==> src/rtl/instr_issuer_if.sv <==
// Core instruction/result bus between the issuer and the 16-bit ALU/register-file core.
//   inst_out : 16-bit instruction word presented on the core pins ({uio_in, ui_in})
//   res_in   : 8-bit ALU result returned by the core
//   zero_in  : zero flag returned by the core
// master modport is the issuer side; slave modport is the core side.
interface instr_issuer_if;
  logic [15:0] inst_out;
  logic [7:0]  res_in;
  logic        zero_in;

  modport master (output inst_out, input res_in, input zero_in);
  modport slave  (input inst_out, output res_in, output zero_in);
endinterface

==> src/rtl/instr_issuer.sv <==
// instr_issuer: program-driven instruction source for the pin-fed ALU/register-file core.
// A small program memory is loaded while idle. On start, each instruction is driven
// onto the core bus for HOLD_CYCLES cycles. The core's {zero, result} is then captured
// into a result buffer at the index of that instruction.
//
// Ports:
//   clk, rst_n      clock, asynchronous active-low reset
//   prog_we/addr/data  program load port (accepted only when idle)
//   prog_len        instructions to run (sampled on start, clamped to DEPTH, 0 -> immediate done)
//   start           run request pulse (accepted only when idle)
//   core            instr_issuer_if.master: inst_out to core, res_in/zero_in from core
//   busy            high while issuing/holding
//   done            one-cycle pulse at end of run
//   abort           sticky early-termination flag, cleared by start
//   count           instructions completed in the last/current run
//   rd_addr/rd_data combinational result buffer read, {zero, result}
//
// Optional feature macro: ASSERT_NZ_EN
//   When defined, opcode 3'b101 ends the run early (with abort=1) if the core reports zero.
module instr_issuer #(
  parameter int unsigned DEPTH       = 16,
  parameter int unsigned HOLD_CYCLES = 2,
  localparam int unsigned AW         = $clog2(DEPTH)
) (
  input  logic          clk,
  input  logic          rst_n,
  input  logic          prog_we,
  input  logic [AW-1:0] prog_addr,
  input  logic [15:0]   prog_data,
  input  logic [AW:0]   prog_len,
  input  logic          start,
  instr_issuer_if.master core,
  output logic          busy,
  output logic          done,
  output logic          abort,
  output logic [AW:0]   count,
  input  logic [AW-1:0] rd_addr,
  output logic [8:0]    rd_data
);

  localparam int unsigned HW = (HOLD_CYCLES > 1) ? $clog2(HOLD_CYCLES) : 1;

  localparam logic [2:0] OP_REG_WRITE = 3'b011;
  localparam logic [2:0] OP_ASSERT_NZ = 3'b101;

  typedef enum logic [1:0] {
    S_IDLE,
    S_ISSUE,
    S_HOLD,
    S_DONE
  } state_t;

  state_t state_q, state_d;

  logic [15:0]   prog_mem [DEPTH];
  logic [8:0]    res_mem  [DEPTH];

  logic [AW-1:0] pc_q;
  logic [HW-1:0] hcnt_q;
  logic [15:0]   instr_q;
  logic [AW:0]   len_q;
  logic [AW:0]   count_q;

  logic          start_ok;
  logic          last_hold;
  logic          pc_last;
  logic          stop_early;
  logic [AW:0]   pc_next_ext;
  logic [AW:0]   len_clamped;

  assign start_ok    = (state_q == S_IDLE) && start;
  assign last_hold   = (state_q == S_HOLD) && (hcnt_q == HW'(HOLD_CYCLES - 1));
  assign pc_next_ext = {1'b0, pc_q} + (AW+1)'(1);
  assign pc_last     = (pc_next_ext == len_q);
  assign len_clamped = (prog_len > (AW+1)'(DEPTH)) ? (AW+1)'(DEPTH) : prog_len;

`ifdef ASSERT_NZ_EN
  logic abort_q;

  assign stop_early = last_hold && (instr_q[2:0] == OP_ASSERT_NZ) && core.zero_in;

  always_ff @(posedge clk or negedge rst_n) begin
    if (!rst_n) begin
      abort_q <= 1'b0;
    end else if (start_ok) begin
      abort_q <= 1'b0;
    end else if (stop_early) begin
      abort_q <= 1'b1;
    end
  end

  assign abort = abort_q;
`else
  assign stop_early = 1'b0;
  assign abort      = 1'b0;
`endif

  always_ff @(posedge clk or negedge rst_n) begin
    if (!rst_n) begin
      state_q <= S_IDLE;
    end else begin
      state_q <= state_d;
    end
  end

  always_comb begin
    state_d = state_q;
    unique case (state_q)
      S_IDLE: begin
        if (start) begin
          state_d = (prog_len == '0) ? S_DONE : S_ISSUE;
        end
      end
      S_ISSUE: state_d = S_HOLD;
      S_HOLD: begin
        if (last_hold) begin
          state_d = (stop_early || pc_last) ? S_DONE : S_ISSUE;
        end
      end
      S_DONE:  state_d = S_IDLE;
      default: state_d = S_IDLE;
    endcase
  end

  always_ff @(posedge clk or negedge rst_n) begin
    if (!rst_n) begin
      pc_q    <= '0;
      hcnt_q  <= '0;
      instr_q <= '0;
      len_q   <= '0;
      count_q <= '0;
    end else begin
      if (start_ok) begin
        pc_q    <= '0;
        count_q <= '0;
        len_q   <= len_clamped;
      end
      if (state_q == S_ISSUE) begin
        instr_q <= prog_mem[pc_q];
        hcnt_q  <= '0;
      end
      if (state_q == S_HOLD) begin
        if (!last_hold) begin
          hcnt_q <= hcnt_q + HW'(1);
        end else begin
          count_q <= count_q + (AW+1)'(1);
          // pc only advances when another instruction follows, so it never wraps
          if (!stop_early && !pc_last) begin
            pc_q <= pc_q + AW'(1);
          end
        end
      end
    end
  end

  // Memories are intentionally not reset.
  always_ff @(posedge clk) begin
    if ((state_q == S_IDLE) && prog_we) begin
      prog_mem[prog_addr] <= prog_data;
    end
    if (last_hold) begin
      res_mem[pc_q] <= {core.zero_in, core.res_in};
    end
  end

  // Register writes present opcode 000 until the last hold cycle so the core
  // performs exactly one write, after its operands have settled.
  always_comb begin
    core.inst_out = '0;
    if (state_q == S_HOLD) begin
      core.inst_out = instr_q;
      if ((instr_q[2:0] == OP_REG_WRITE) && !last_hold) begin
        core.inst_out[2:0] = 3'b000;
      end
    end
  end

  assign busy    = (state_q == S_ISSUE) || (state_q == S_HOLD);
  assign done    = (state_q == S_DONE);
  assign count   = count_q;
  assign rd_data = res_mem[rd_addr];

endmodule

==> src/flat_wrapper.sv <==
// flat-port wrapper written by rule: the top's interface ports become plain ports
module instr_issuer_flat 
#(
  parameter int unsigned DEPTH       = 16,
  parameter int unsigned HOLD_CYCLES = 2,
  localparam int unsigned AW         = $clog2(DEPTH)
)
  (clk, rst_n, prog_we, prog_addr, prog_data, prog_len, start, busy, done, abort, count, rd_addr, rd_data, core_inst_out, core_res_in, core_zero_in);
  instr_issuer_if core_i ();
  input  logic clk;
  input  logic rst_n;
  input  logic prog_we;
  input  logic [AW-1:0] prog_addr;
  input  logic [15:0] prog_data;
  input  logic [AW:0] prog_len;
  input  logic start;
  output logic busy;
  output logic done;
  output logic abort;
  output logic [AW:0] count;
  input  logic [AW-1:0] rd_addr;
  output logic [8:0] rd_data;
  output wire logic [$bits(core_i.inst_out)-1:0] core_inst_out;
  input wire logic [$bits(core_i.res_in)-1:0] core_res_in;
  input wire logic [$bits(core_i.zero_in)-1:0] core_zero_in;
  assign core_inst_out = core_i.inst_out;
  assign core_i.res_in = core_res_in;
  assign core_i.zero_in = core_zero_in;
  instr_issuer #(.DEPTH(DEPTH), .HOLD_CYCLES(HOLD_CYCLES)) u_core (.clk(clk), .rst_n(rst_n), .prog_we(prog_we), .prog_addr(prog_addr), .prog_data(prog_data), .prog_len(prog_len), .start(start), .core(core_i), .busy(busy), .done(done), .abort(abort), .count(count), .rd_addr(rd_addr), .rd_data(rd_data));
endmodule
==> config.mk <==
export PLATFORM = sky130hd
export DESIGN_NAME = instr_issuer_flat
export DESIGN_NICKNAME = d
export VERILOG_FILES = /design/src/rtl/instr_issuer_if.sv /design/src/rtl/instr_issuer.sv /design/src/flat_wrapper.sv
export SDC_FILE = /design/constraint.sdc
export NUM_CORES = 1
export LEC_CHECK = 0
export CORE_ASPECT_RATIO = 0.6
export CORE_MARGIN = 2
export CORE_UTILIZATION = 50
export DETAILED_ROUTE_END_ITERATION = 16
export DONT_BUFFER_PORTS = 1
export GPL_TIMING_DRIVEN = 1
export PLACE_DENSITY = 0.71
export SETUP_SLACK_MARGIN = 0.15
export SKIP_LAST_GASP = 1
export SYNTH_ARGS = -nofsm -noshare
export SYNTH_HDL_FRONTEND = slang
export SYNTH_SLANG_ARGS = --single-unit
==> constraint.sdc <==
create_clock -name clk -period 3.5 [get_ports clk]
set_input_delay 0.7 -clock clk [delete_from_list [all_inputs] [get_ports clk]]
set_output_delay 0.7 -clock clk [all_outputs]
set_load 0.005 [all_outputs]
Yosys cells after proc, flatten, opt, wreduce, memory -nomap -nowiden
Memory sizes are Yosys's and may differ from the RTL's. A register that Yosys moved wholly into a read port is not among the register bits.
Cells that the tools add are included.

word-level totals
  memories kept = 2
  memory bits (writable) = 400
  bits in registers = 17

memory list
  name             words  bits a word  rd ports  clocked after memory_dff  write ports  line                text
  u_core.prog_mem  16     16           1         1                         1            instr_issuer.sv:55  logic [15:0] prog_mem [DEPTH];
  u_core.res_mem   16     9            1         0                         1            instr_issuer.sv:56  logic [8:0] res_mem [DEPTH];

operators by class
  equality and inequality tests = 7
  multiplexer cells = 22
  order comparisons = 1
  reductions and logical operators = 10
  $add $sub $neg = 4

operator list
  operator                                                                number
  5-bit 2-to-1 mux                                                        4
  16-bit 2-to-1 mux                                                       1
  4-bit 2-to-1 mux                                                        4
  2-bit 2-to-1 mux                                                        4
  2-bit one-hot mux with 4 select lines                                   1
  1-bit 2-to-1 mux                                                        7
  4-bit by 1-bit adder with 5-bit output (second input constant)          1
  5-bit by 1-bit adder with 5-bit output (second input constant)          1
  5-bit equality test                                                     1
  5-bit greater-than comparator (second input constant)                   1
  5-bit zero test                                                         1
  4-bit by 1-bit adder with 4-bit output (second input constant)          1
  2-bit equality test (second input constant)                             2
  1-bit logical AND                                                       4
  3-bit by 2-bit equality test with 1-bit output (second input constant)  1
  3-bit 2-to-1 mux                                                        1
  2-bit by 1-bit equality test with 1-bit output (second input constant)  1
  1-bit zero test                                                         2
  2-bit zero test                                                         1
  2-bit by 1-bit != test with 1-bit output (second input constant)        1
  2-bit != test (second input constant)                                   1
  2-bit AND reduction                                                     1
  1-bit adder (second input constant)                                     1
  1-bit logical OR                                                        1

Longest topological paths before layout
  word-level depth = 6
  gate-level depth with buffers = 9

Worst setup path before layout
OpenSTA, ideal clock, no wires.

  kind = input port to output port
  from = input rd_addr[0]
  to = output rd_data[0]
  path buffers = 2
  path slack = 0.566 ns
  stages = 4
  data required time = 2.800 ns
  arrival = 2.234 ns
  path through = buf_2 buf_2 mux4_2 mux4_2

on the way
  word-level cells in the longest chain between the ends = 1

ends and longest elaborated chain
  what                    line                text
  start, declared         flat_wrapper.sv:21  input logic [AW-1:0] rd_addr;
  memory read 16 x 9 bit  --
  end, declared           flat_wrapper.sv:22  output logic [8:0] rd_data;

Every way passes these cells.

Final worst setup path
  from = register u_core.state_q[0]
  to = output core_inst_out[1]

on the way
  word-level cells in the longest chain between the ends = 6

ends and longest elaborated chain
  what                     line                                     text
  start, declared          instr_issuer.sv:53                       state_t state_q, state_d;
  start signal, assigned   instr_issuer.sv:102                      state_q <= state_d;
  2-bit equality test (*)  instr_issuer.sv:72, instr_issuer.sv:170
  1-bit logical AND        instr_issuer.sv:72                       assign last_hold = (state_q == S_HOLD) && (hcnt_q == HW'(HOLD_CYCLES - 1));
  1-bit zero test          --
  1-bit logical AND        instr_issuer.sv:172                      if ((instr_q[2:0] == OP_REG_WRITE) && !last_hold) begin
  3-bit 2-to-1 mux         instr_issuer.sv:172
  16-bit 2-to-1 mux (*)    instr_issuer.sv:170                      if (state_q == S_HOLD) begin
  end, declared            flat_wrapper.sv:23                       output wire logic [$bits(core_i.inst_out)-1:0] core_inst_out;

Every way passes the cells marked *; elsewhere a longest branch is shown, timed or not.

==> results.json <==
{
  "status": "finished, final reports clean",
  "finalPower_mw": 10.3,
  "drive_above_1_share": 0.288,
  "detail_route.wl_per_cell_microns": 27.3,
  "synthFlopType": "edfxtp_1",
  "ys_ff_latch": 433,
  "peakVddDrop_v": 0.000347,
  "cts_setup_buffers": 0,
  "critPathArrivalTime_ns": 2.09,
  "finalHoldViolations": 0,
  "worst_skew_pair.late_latency_ns": 0.53,
  "use_met1": 0.338,
  "io_buffers": 0,
  "synth_area_leader_cell": "edfxtp_1",
  "synthArstFlopShare": 0.0762,
  "setup_tns_ns": 0,
  "root_buffer": "clkbuf_16",
  "grt_first_pass_wirelength_microns": 53600,
  "dp_hpwl_microns": 23000,
  "synth.distinct_cells": 41,
  "firstDrtPassIters": 5,
  "multi_input_comb_area_sq_mm": 0.00399,
  "p_comb_frac": 0.009,
  "pre_cts_ws_ns": 0.868,
  "grt.busiest_layer": "met1",
  "ios": 75,
  "drt_iter0_drc": 1022,
  "maxCapViolations": 0,
  "antenna_left": 0,
  "cp_num_buf_inv": 2,
  "seqPwrFrac": 0.550,
  "swShare": 0.182,
  "path_clk_slew_ns": 0.07,
  "diodes": 0,
  "grt_usage": 0.206,
  "clock_skew_ns": 0.0317,
  "synth_common_cells": "400 x edfxtp_1, 109 x mux4_2, 33 x dfrtp_1, 33 x mux2_2, 28 x and2_1",
  "cp_max_fo": 17,
  "grt_max_degree": 67,
  "timing.final.crit_share": 0.797,
  "antenna_found_initial": 1,
  "syn_nets": 869,
  "syn_area_per_cell_sq_um": 20.9,
  "worstSetupPathType": "flip-flop to primary output",
  "area_growth_pct": 12.0,
  "synth_warnings": 0,
  "synth_most_common_cell": "edfxtp_1",
  "core_sq_mm": 0.0337,
  "die_w_microns": 243,
  "cts_buffers": 39,
  "ctsHtreeMaxLevel": 2,
  "power_frac_clock": 0.441,
  "start_util": 0.507,
  "clock.fmax_ghz": 0.358,
  "drc_errors": 0,
  "grtUsageMet2": 0.269,
  "worst_slack_ns": 0.709,
  "tightest_slew_ns": 0.733,
  "holdCritStartpoint": "core_res_in[6]",
  "p_int_mw": 8.40,
  "synthCells": 817,
  "synth_top_area_share": 0.703,
  "placed_cells": 1263,
  "critPathLaunch": "u_core.state_q[0]",
  "period_needed_ns": 2.79,
  "nets": 899,
  "synth_edf_count": 400,
  "seqCellArea_sq_mm": 0.0128,
  "fillerInstances": 2461,
  "synth_seq_area_share": 0.752,
  "row_count": 52,
  "via_count": 8067,
  "p_sw_mw": 1.87,
  "cp.required_ns": 2.80,
  "cts_tree": "built",
  "stdcell_count": 1335,
  "max_stage_delay_ns": 0.42,
  "slew_violations": 0,
  "dieArea_sq_mm": 0.0357,
  "cts_sinks": 433,
  "reg2reg_from": "u_core.state_q[0]",
  "routabilityCongestion": 0.816,
  "hold_path.class": "primary input to flip-flop",
  "rsz0062_at_grt": "false",
  "p_per_area_mw_per_mm2": 537,
  "finalSetupViolCount": 0,
  "slew-limit-headroom": 0.511,
  "cellLeakagePower_nw": 6.27,
  "netlist_top_cells_area": "edfxtp_1 70%, mux4_2 14%, dfrtp_1 4.8%, mux2_2 2.2%, and2_1 1.0%",
  "first_global_vias": 7929,
  "worstPathCellList": "inv_1, ha_1, buf_4, nand2_1, a21oi_1",
  "wl_microns": 36500,
  "cp-end-kind": "primary output",
  "max-clock-path-buffers": 3,
  "overflow": 0,
  "slowest_stage": "dfrtp_1",
  "die_y_microns": 147,
  "final_util": 0.567,
  "critical-path-top-delay-family": "flip-flops",
  "cp-start-kind": "flip-flop",
  "grt_use_met3": 0.0680,
  "synthesis.area_sq_mm": 0.0171,
  "routed_via_density": 6.04
}
-- power by group through the flow --
stage | logic (mW) | clock network (mW) | registers, mW
finish | 0.0949 | 4.53 | 5.65
global route | 0.0995 | 4.81 | 5.64
CTS | 0.0960 | 4.61 | 5.65
detailed placement | 0.0818 | 0 | 5.76
global placement | 0.0816 | 0 | 5.76
floorplan | 0.0850 | 0 | 5.76
-- layout by cell type (no fill, tap or decap), types with 4 or more instances in the layout --
cell type | netlist | final
edfxtp_1 | 400 | 400
mux4_2 | 109 | 109
clkbuf_16 | 0 | 39
mux2_2 | 33 | 33
dfrtp_1 | 33 | 30
and2_1 | 28 | 28
buf_4 | 1 | 28
inv_1 | 22 | 22
a22oi_1 | 17 | 17
o21ai_1 | 16 | 16
nand2_1 | 15 | 15
o21ai_0 | 13 | 13
nor2_2 | 0 | 12
ha_1 | 10 | 10
nand2b_1 | 8 | 8
bufinv_16 | 0 | 8
clkbuf_1 | 20 | 8
nor2_1 | 18 | 6
nor2b_1 | 6 | 6
clkinv_2 | 0 | 6
a21oi_1 | 5 | 5
and3_1 | 5 | 5
nand3_1 | 4 | 4
nor3_2 | 0 | 4
-- what timing repair did --
| action | CTS | global route |
|---|---|---|
| gates resized for setup | 0 | 0 |
| endpoints found under the hold margin | 33 | 0 |
| hold buffers | 2 | 0 |
-- routing by layer --
layer | wire [microns] | vias to the layer above | share of wire
met5 | 13 | - | 0.00036
li1 | - | 3387 | -
met2 | 14900 | 364 | 0.41
met3 | 4050 | 39 | 0.11
met1 | 17000 | 4275 | 0.47
met4 | 459 | 2 | 0.013
-- path summary, 6_finish.rpt --
check                           slack [ns]                     end  cells past startpoint
min in group asynchronous             0.63         u_core.count[0]                      2
worst min-delay path                  0.26    u_core.res_mem[3][6]                      0
max in group asynchronous             2.63       u_core.instr_q[2]                      2
worst max register to register        0.83  u_core.prog_mem[12][0]                      6
worst max-delay path                  0.71        core_inst_out[1]                      5
worst min register to register        0.51      u_core.instr_q[12]                      2
-- registers in the layout (all words and copies together), names as in the netlist --
register	cells
u_core.prog_mem	256
u_core.res_mem	144
u_core.instr_q	16
u_core.count	5
u_core.len_q	5
u_core.pc_q	4
u_core.state_q	2
u_core.hcnt_q	1
-- cells by family after synthesis --
family / after synthesis / share of synthesized area
AND/OR/NAND/NOR: 98 / 0.0310
multiplexers: 142 / 0.166
flip-flops: 433 / 0.752
buffers and inverters: 65 / 0.0174
XOR/XNOR: 6 / 0.00308
AO/OA/AOI/OAI: 62 / 0.0238
other: 1 / 0.000220
adder cells (fa/ha/maj): 10 / 0.00733
-- metrics by stage --
step	hold WS, ns	cell area [sq um]
5_1_grt	0.237	19100
3_5_place_dp	0.406	17700
3_3_place_gp	0.406	17700
2_1_floorplan	0.404	17100
6_report	0.263	19100
4_1_cts	0.241	19100
-- cell type report --
| type | instances | share of cell area |
|---|---|---|
| Clock inverter | 21 | 0.0166 |
| Timing Repair Buffer | 32 | 0.0147 |
| Clock buffer | 49 | 0.0540 |
| Multi-Input combinational cell | 319 | 0.209 |
| Tap cell | 459 | 0.0300 |
| Inverter | 22 | 0.00432 |
| Sequential cell | 433 | 0.672 |
No activity file was read; power rests on OpenSTA's default activity.
